File: config.mk
export PLATFORM = sky130hd
export DESIGN_NAME = cpu_ctrl
export DESIGN_NICKNAME = d
export VERILOG_FILES = /design/src/rtl/cpu_ctrl.sv
export SDC_FILE = /design/constraint.sdc
export NUM_CORES = 1
export LEC_CHECK = 0
export CAP_MARGIN = 30
export CORE_UTILIZATION = 38
export DETAILED_ROUTE_END_ITERATION = 10
export PLACE_DENSITY = 0.66
export SLEW_MARGIN = 20
export SYNTH_ARGS = -nofsm -noshare
export SYNTH_HDL_FRONTEND = slang
export SYNTH_SLANG_ARGS = --single-unit
File: constraint.sdc
create_clock -name clk -period 2.5 [get_ports clk]
set_input_delay 0.5 -clock clk [delete_from_list [all_inputs] [get_ports clk]]
set_output_delay 0.5 -clock clk [all_outputs]
set_load 0.02 [all_outputs]
File: src/rtl/cpu_ctrl.sv
// rtl/cpu_ctrl.sv - multicycle control unit: fetch/exec/writeback sequencing and control-word decode
//
// Ports:
//   clk      in   system clock, all state updates on posedge
//   rstn     in   asynchronous active-high reset (1 = reset)
//   stall    in   freezes state, pc and ir; forces RW and mem_we low
//   ins      in   [15:0] instruction word at address pc, sampled in FETCH
//   psw      in   [3:0] datapath flags {V, C, N, Z}
//   cw       out  [12:0] control word {TD, TA, TB, MB, FS[4:0], MD, RW, MM, 0}
//   DA/AA/BA out  [2:0] register addresses from ir
//   pc       out  [8:0] program counter
//   mem_we   out  data-memory write strobe
//   halted   out  high while in HALT
//   illegal  out  high in EXEC of an undefined instruction class
module cpu_ctrl #(
    parameter logic [8:0] RESET_PC = 9'd0
) (
    input  logic        clk,
    input  logic        rstn,
    input  logic        stall,
    input  logic [15:0] ins,
    input  logic [3:0]  psw,
    output logic [12:0] cw,
    output logic [2:0]  DA,
    output logic [2:0]  AA,
    output logic [2:0]  BA,
    output logic [8:0]  pc,
    output logic        mem_we,
    output logic        halted,
    output logic        illegal
);

    typedef enum logic [1:0] {
        S_FETCH,
        S_EXEC,
        S_WB,
        S_HALT
    } state_t;

    state_t      r_state;
    state_t      w_next;
    logic [15:0] r_ir;
    logic [8:0]  r_pc;
    logic [8:0]  w_pc_next;

    logic [3:0]  w_cls;
    logic [2:0]  w_sub;
    logic [4:0]  w_fs;
    logic        w_mb;
    logic        w_md;
    logic        w_rw;
    logic        w_mm;
    logic        w_we;
    logic        w_ill;
    logic        w_taken;

    assign w_cls = r_ir[15:12];
    assign w_sub = r_ir[2:0];

    // Branch condition: selected flag must equal the inverted polarity bit.
    assign w_taken = (psw[r_ir[10:9]] == ~r_ir[11]);

    always_ff @(posedge clk or posedge rstn) begin
        if (rstn) begin
            r_state <= S_FETCH;
            r_pc    <= RESET_PC;
            r_ir    <= 16'h0000;
        end else if (!stall) begin
            r_state <= w_next;
            r_pc    <= w_pc_next;
            if (r_state == S_FETCH) begin
                r_ir <= ins;
            end
        end
    end

    always_comb begin
        w_next    = r_state;
        w_pc_next = r_pc;
        w_fs      = 5'd0;
        w_mb      = 1'b0;
        w_md      = 1'b0;
        w_rw      = 1'b0;
        w_mm      = 1'b0;
        w_we      = 1'b0;
        w_ill     = 1'b0;
        case (r_state)
            S_FETCH: begin
                w_mm      = 1'b1;
                w_pc_next = r_pc + 9'd1;
                w_next    = S_EXEC;
            end
            S_EXEC: begin
                w_next = S_FETCH;
                case (w_cls)
                    4'd0: ;
                    4'd1: begin
                        w_fs = {2'b00, w_sub};
                        w_rw = 1'b1;
                    end
                    4'd2: begin
                        w_fs = {2'b01, w_sub};
                        w_rw = 1'b1;
                    end
                    4'd3: begin
                        // BA field is used as a small constant operand.
                        w_fs = {2'b00, w_sub};
                        w_mb = 1'b1;
                        w_rw = 1'b1;
                    end
                    4'd4: w_next = S_WB;
                    4'd5: w_we = 1'b1;
                    4'd6: begin
                        // pc already points past the branch; offset is relative to that.
                        if (w_taken) begin
                            w_pc_next = r_pc + {{3{r_ir[5]}}, r_ir[5:0]};
                        end
                    end
                    4'd7:  w_pc_next = r_ir[8:0];
                    4'd15: w_next = S_HALT;
                    default: w_ill = 1'b1;
                endcase
            end
            S_WB: begin
                w_md   = 1'b1;
                w_rw   = 1'b1;
                w_next = S_FETCH;
            end
            S_HALT: w_next = S_HALT;
            default: w_next = S_FETCH;
        endcase
    end

    // Register-file and memory writes are suppressed while stalled so a held
    // EXEC/WB cycle cannot commit twice.
    assign cw      = {3'b000, w_mb, w_fs, w_md, w_rw & ~stall, w_mm, 1'b0};
    assign mem_we  = w_we & ~stall;
    assign DA      = r_ir[11:9];
    assign AA      = r_ir[8:6];
    assign BA      = r_ir[5:3];
    assign pc      = r_pc;
    assign halted  = (r_state == S_HALT);
    assign illegal = w_ill;

endmodule

Yosys cells after proc, flatten, opt, wreduce, memory -nomap -nowiden
Index checks and enable logic that the tools add are counted.
W data, S select, Z words.
{ "totals": {"input_bits": 23, "out_inout_bits": 34, "reg_bits": 27, "wordCells": 51} }
{ "classes": {"bitwise_logic": 4, "reduce_logical": 8, "muxes": 19, "order_cmp": 1, "eq_ne": 14, "n_addsub": 2} }
{ "ops": {"columns": ["op", "n"], "rows": [
  ["$pmux W9 S2", 2],
  ["$eq A4 B3 Y1 const B", 4],
  ["$mux W1", 10],
  ["$add A9 B1 Y9 const B", 1],
  ["$add A9 B9 Y9", 1],
  ["$mux W9", 1],
  ["$reduce_or A9 Y1", 1],
  ["$eq A4 B2 Y1 const B", 2],
  ["$pmux W2 S4", 1],
  ["$pmux W4 S2", 1],
  ["$eq A2 B2 Y1 const B", 2],
  ["$eq A4 B1 Y1 const B", 1],
  ["$eq A4 B4 Y1 const B", 1],
  ["$logic_not A4 Y1", 1],
  ["$mux W4", 1],
  ["$pmux W2 S2", 1],
  ["$reduce_and A4 Y1", 1],
  ["$lt A2 B3 Y1 const B", 1],
  ["$ne A3 B2 Y1 const B", 1],
  ["$ne A3 B3 Y1 const B", 1],
  ["$reduce_or A3 Y1", 1],
  ["$and A1 B1 Y1", 2],
  ["$bmux W1 S2", 1],
  ["$eq A2 B1 Y1 const B", 1],
  ["7 further kinds", 8]
]} }

Logic depth before layout (Yosys ltp)
{ "depth": {"depth_word": 6, "ltp_mapped": 9, "depth_no_buf": 9} }

Worst setup path after synthesis
Ideal clock, no wire load.
{ "synth_timing": {"path_kind": "reg-to-output", "from": "reg r_state[1]", "to": "out cw[2]", "stages_incl_launch_ff": 10, "required_time_ps": 2000, "path_slack_ps": 29, "n_path_buf": 1, "arrival_ps": 1971, "path_cell_list": "dfrtp_1 -> inv_1 -> ha_1 -> buf_2 -> clkinv_1 -> nor2_1 -> o21ai_0 -> nor2_1 -> nor2_1 -> nor3b_1"} }
{ "synth_via": {"elab_chain_cells": 3, "word_cells_on_any_way": 4, "classes_between": "2 x eq/ne; 1 x mux; 1 x bitwise"} }
{ "synth_rtl": {"columns": ["element", "line_no", "rtl"], "rows": [
  ["from (decl)", "40", "state_t r_state;"],
  ["from (signal assigned)", "69", "r_state <= w_next;"],
  ["$eq A2 B2 Y1 / $eq A2 B1 Y1 (equally long branches)", "87", "case (r_state)"],
  ["$pmux W1 S2 (*)", "87", null],
  ["$and A1 B1 Y1 (*)", "136", "assign cw = {3'b000, w_mb, w_fs, w_md, w_rw & ~stall, w_mm, 1'b0};"],
  ["to (decl)", "23", "output logic [12:0] cw,"]
]} }
Mark *: on every way between the ends. The rest lies on a longest branch, timed or not.

Final worst setup path
{ "layout_timing": {"from": "reg r_state[1]", "to": "out cw[6]"} }
{ "layout_via": {"elab_chain_cells": 2} }
{ "layout_rtl": {"columns": ["element", "line_no"], "rows": [
  ["$eq A2 B1 Y1", "87"],
  ["$mux W4", "87"]
]} }
Every way passes these cells.

==> qor.json <==
{
  "tritoncts_num_sinks": 27,
  "run_status": "completed",
  "drt-vias-per-instance": 5.14,
  "clock_latency_on_the_worst_skew_pair_ns": 0.28,
  "static-leakage-power_nw": 1.14,
  "power.net_switching_mw": 1.72,
  "grt_max_degree": 28,
  "setup_ws_ns": 0.168,
  "synthTopCellsByArea": "dfrtp_1 34%, mux2_2 9.0%, ha_1 8.2%",
  "cts_inserted_buffers": 3,
  "synth_top_cells_by_count": "27 x dfrtp_1, 18 x nor2_1, 17 x buf_4",
  "fmax_mhz": 429,
  "critical_path.slowest_cell": "dfrtp_1",
  "synthDistinctLibCells": 46,
  "via_count": 1743,
  "vias_in_the_first_global_route": 1587,
  "start_util": 0.393,
  "synth-seq-cells": 27,
  "post_synth_instance_area_um2": 1990,
  "vdd_ir_drop_max_mv": 0.772,
  "ctsRootBufferMaster": "clkbuf_8",
  "share_clk_of_total_power": 0.068,
  "final_hold_viol_count": 0,
  "final-setup-viol-count": 0,
  "routed.top_layer": "met4",
  "port-buffer-count": 51,
  "timing.final.crit_share": 0.933,
  "drt_pass1_iterations": 4,
  "worstSetupPathType": "reg2out",
  "synth_edf_count": 0,
  "clock_pin_slew_reported_for_the_worst_setup_and_hold_paths_after_clock_tree_synthesis_ns": 0.09,
  "hold_path.class": "reg2reg",
  "regToRegSetupSlack_ns": 0.22,
  "routed-wl-met2_um": 2260,
  "post-synth-top-count-cell": "dfrtp_1",
  "maxSlewViolCount": 0,
  "worstSetupEndpointType": "output pin",
  "detailroute.wirelength.met3_um": 180,
  "overflow": 0,
  "synthesis.area_per_instance_um2": 9.15,
  "comb_pwr_share": 0.689,
  "rows": 26,
  "core_area_um2": 5070,
  "wirelength_um": 4680,
  "synthesis.yosys.warnings": 0,
  "dp.final_hpwl_um": 3520,
  "timing.critical_path.arrival_ns": 1.83,
  "worstSetupStartpointType": "flop",
  "crit_fanout": 2,
  "htree_num_levels": 1,
  "die_width_um": 74.4,
  "fin_skew_ns": 0.00421,
  "fillCellCount": 509,
  "areaGrowthSynthToFinish_pct": 31.2,
  "fin_nets": 307,
  "clockBufferDepth": 2,
  "internal-power_mw": 2.08,
  "grt_antenna_before_repair": 0,
  "power.sequential.fraction": 0.242,
  "overall_fraction_of_global_route_tracks_in_use": 0.179,
  "m1WireLength_um": 2180,
  "place_congestion": 0.801,
  "critPathRequiredTime_ns": 2.00,
  "crit_path_cell_trace": "inv_1, ha_2, clkinv_1, nor2_1, o21ai_1, nor2_2, buf_4, buf_4, and2_1, buf_4",
  "ys.flop_type": "dfrtp_1",
  "tritoncts": "yes",
  "wl_per_cell_um": 13.8,
  "synth_top_area_cell": "dfrtp_1",
  "timing.critical_path.depth": 10,
  "rsz0062_at_grt": "no",
  "seq_area_frac_synth": 0.339,
  "critical-path-top-delay-family": "buffers and inverters",
  "crit_path_max_incr_delay_ns": 0.39,
  "worst_r2r_endpoint": "pc[4]",
  "regToRegStartpoint": "pc[0]",
  "ys_async_sr_fraction": 1.00,
  "path_common_cell": "buf_4",
  "final_cell_count_no_fill": 339,
  "route.antenna.remaining_nets": 0,
  "switching_share": 0.452,
  "dpl.cell_count": 334,
  "fp.dieArea_um2": 5540,
  "detail_route.drc_violations": 0,
  "fin_crit_ns": 2.33,
  "r2r.worst_path.cells": 9,
  "worst_setup_path_endpoint": "cw[6]",
  "dieHeight_um": 74.4,
  "power_density_nw_per_um2": 1450,
  "max_cap_viol_count": 0,
  "post_cts_hold_buffer_count": 0,
  "critical_path_origin": "r_state[1]",
  "final_layout_size_suffix_gt1_frac": 0.167,
  "critPathBufInv": 5,
  "post-synth-top-area-fraction": 0.339,
  "io-pin-count": 57,
  "place_ws_ns": -0.119,
  "placedInstanceArea_um2": 2570,
  "num_antenna_cells": 0,
  "first_pass_grt_wire_length_um": 7620,
  "post_synth_inst_count": 218,
  "finish.instance_area_um2": 2620,
  "drt-initial-drc-count": 71
}
[power groups by stage]
| stage | sequential [mW] | combinational (mW) | clock (mW) |
|---|---|---|---|
| CTS | 0.921 | 2.62 | 0.266 |
| finish | 0.920 | 2.62 | 0.260 |
| global route | 0.965 | 2.90 | 0.282 |
| floorplan | 0.943 | 1.83 | 0 |
| global placement | 0.924 | 2.58 | 0 |
| detailed placement | 0.927 | 2.62 | 0 |
[registers in the layout, indices dropped and copies added, names as in the netlist]
signal   count
r_ir        16
r_state      2
pc           9
[worst reg2reg max path, stage by stage (launching register included)]
cell and delay (ns):
dfrtp_1 0.44, ha_1 0.20, inv_1 0.05, fa_1 0.37, nor2b_1 0.21, o21a_1 0.15
nor3_1 0.04, or3b_2 0.43, a31oi_1 0.18, o22a_1 0.15
[stage by stage]
| step | hold slack, ns | TNS, ns | total power [mW] | utilization |
|---|---|---|---|---|
| after global routing | 0.575 | 0 | 4.14 | 0.516 |
| after floorplan | 0.499 | 0 | 2.77 | - |
| after detailed placement | 0.538 | -0.264 | 3.55 | 0.506 |
| after CTS | 0.562 | 0 | 3.81 | 0.514 |
| after global placement | 0.536 | -0.0706 | 3.50 | 0.506 |
| final | 0.558 | 0 | 3.80 | 0.516 |
[cells by family (layout without fill, tap and decap cells)]
group | after synthesis | count (layout) | share of synthesized area
AO/OA/AOI/OAI | 48 | 48 | 0.156
AND/OR/NAND/NOR | 69 | 69 | 0.178
multiplexers | 19 | 19 | 0.112
flip-flops | 27 | 27 | 0.339
buffers and inverters | 35 | 82 | 0.0997
other | 1 | 5 | 0.00188
adder cells (fa/ha/maj) | 14 | 14 | 0.0916
XOR/XNOR | 5 | 5 | 0.0220
[placed cells by master (no fill, tap or decap), types with 5 or more instances in the layout]
| master | count |
|---|---|
| clkdlybuf4s50_1 | 43 |
| nand3_1 | 8 |
| conb_1 | 5 |
| nor3_1 | 6 |
| buf_4 | 19 |
| o21ai_0 | 11 |
| ha_1 | 12 |
| and3_1 | 6 |
| nor2_1 | 17 |
| dfrtp_1 | 27 |
| mux2_2 | 16 |
| nor2b_1 | 5 |
| a31oi_1 | 7 |
| a21oi_1 | 8 |
| nand2_1 | 11 |
| inv_1 | 9 |
[how the worst min path moves through the flow]
stage / from / to / slack (ns) / cells past startpoint
6_report: r_ir[8] / r_ir[8] / 0.56 / 1
4_1_cts: r_ir[8] / r_ir[8] / 0.56 / 1
3_5_place_dp: r_ir[6] / r_ir[6] / 0.54 / 1
5_1_grt: r_ir[8] / r_ir[8] / 0.57 / 1
2_1_floorplan: r_ir[8] / r_ir[8] / 0.50 / 1
3_3_place_gp: r_ir[8] / r_ir[8] / 0.54 / 1
[layout make-up]
| class | count | area (um2) | area share |
|---|---|---|---|
| multi-input cells | 160 | 1140 | 0.438 |
| inverters | 10 | 37.5 | 0.0143 |
| clock buffers | 4 | 45.0 | 0.0172 |
| flip-flops and latches | 27 | 676 | 0.258 |
| well taps | 70 | 87.6 | 0.0335 |
| repair buffers | 68 | 626 | 0.239 |
[layer usage]
metal | up-vias | track usage
li1 | 864 | -
met5 | - | 0
met4 | 0 | 0.0608
met3 | 7 | 0.0230
met2 | 40 | 0.290
met1 | 832 | 0.246
[what timing repair did]
action | in CTS | in global routing
buffers inserted | 1 | 0
pin swaps | 1 | 1
endpoints found under the hold margin | 0 | 0
gates cloned | 0 | 0
gates resized for setup | 17 | 9
endpoints found under the setup margin | 7 | 5
Note: power is estimated with default switching activity, not from simulation.
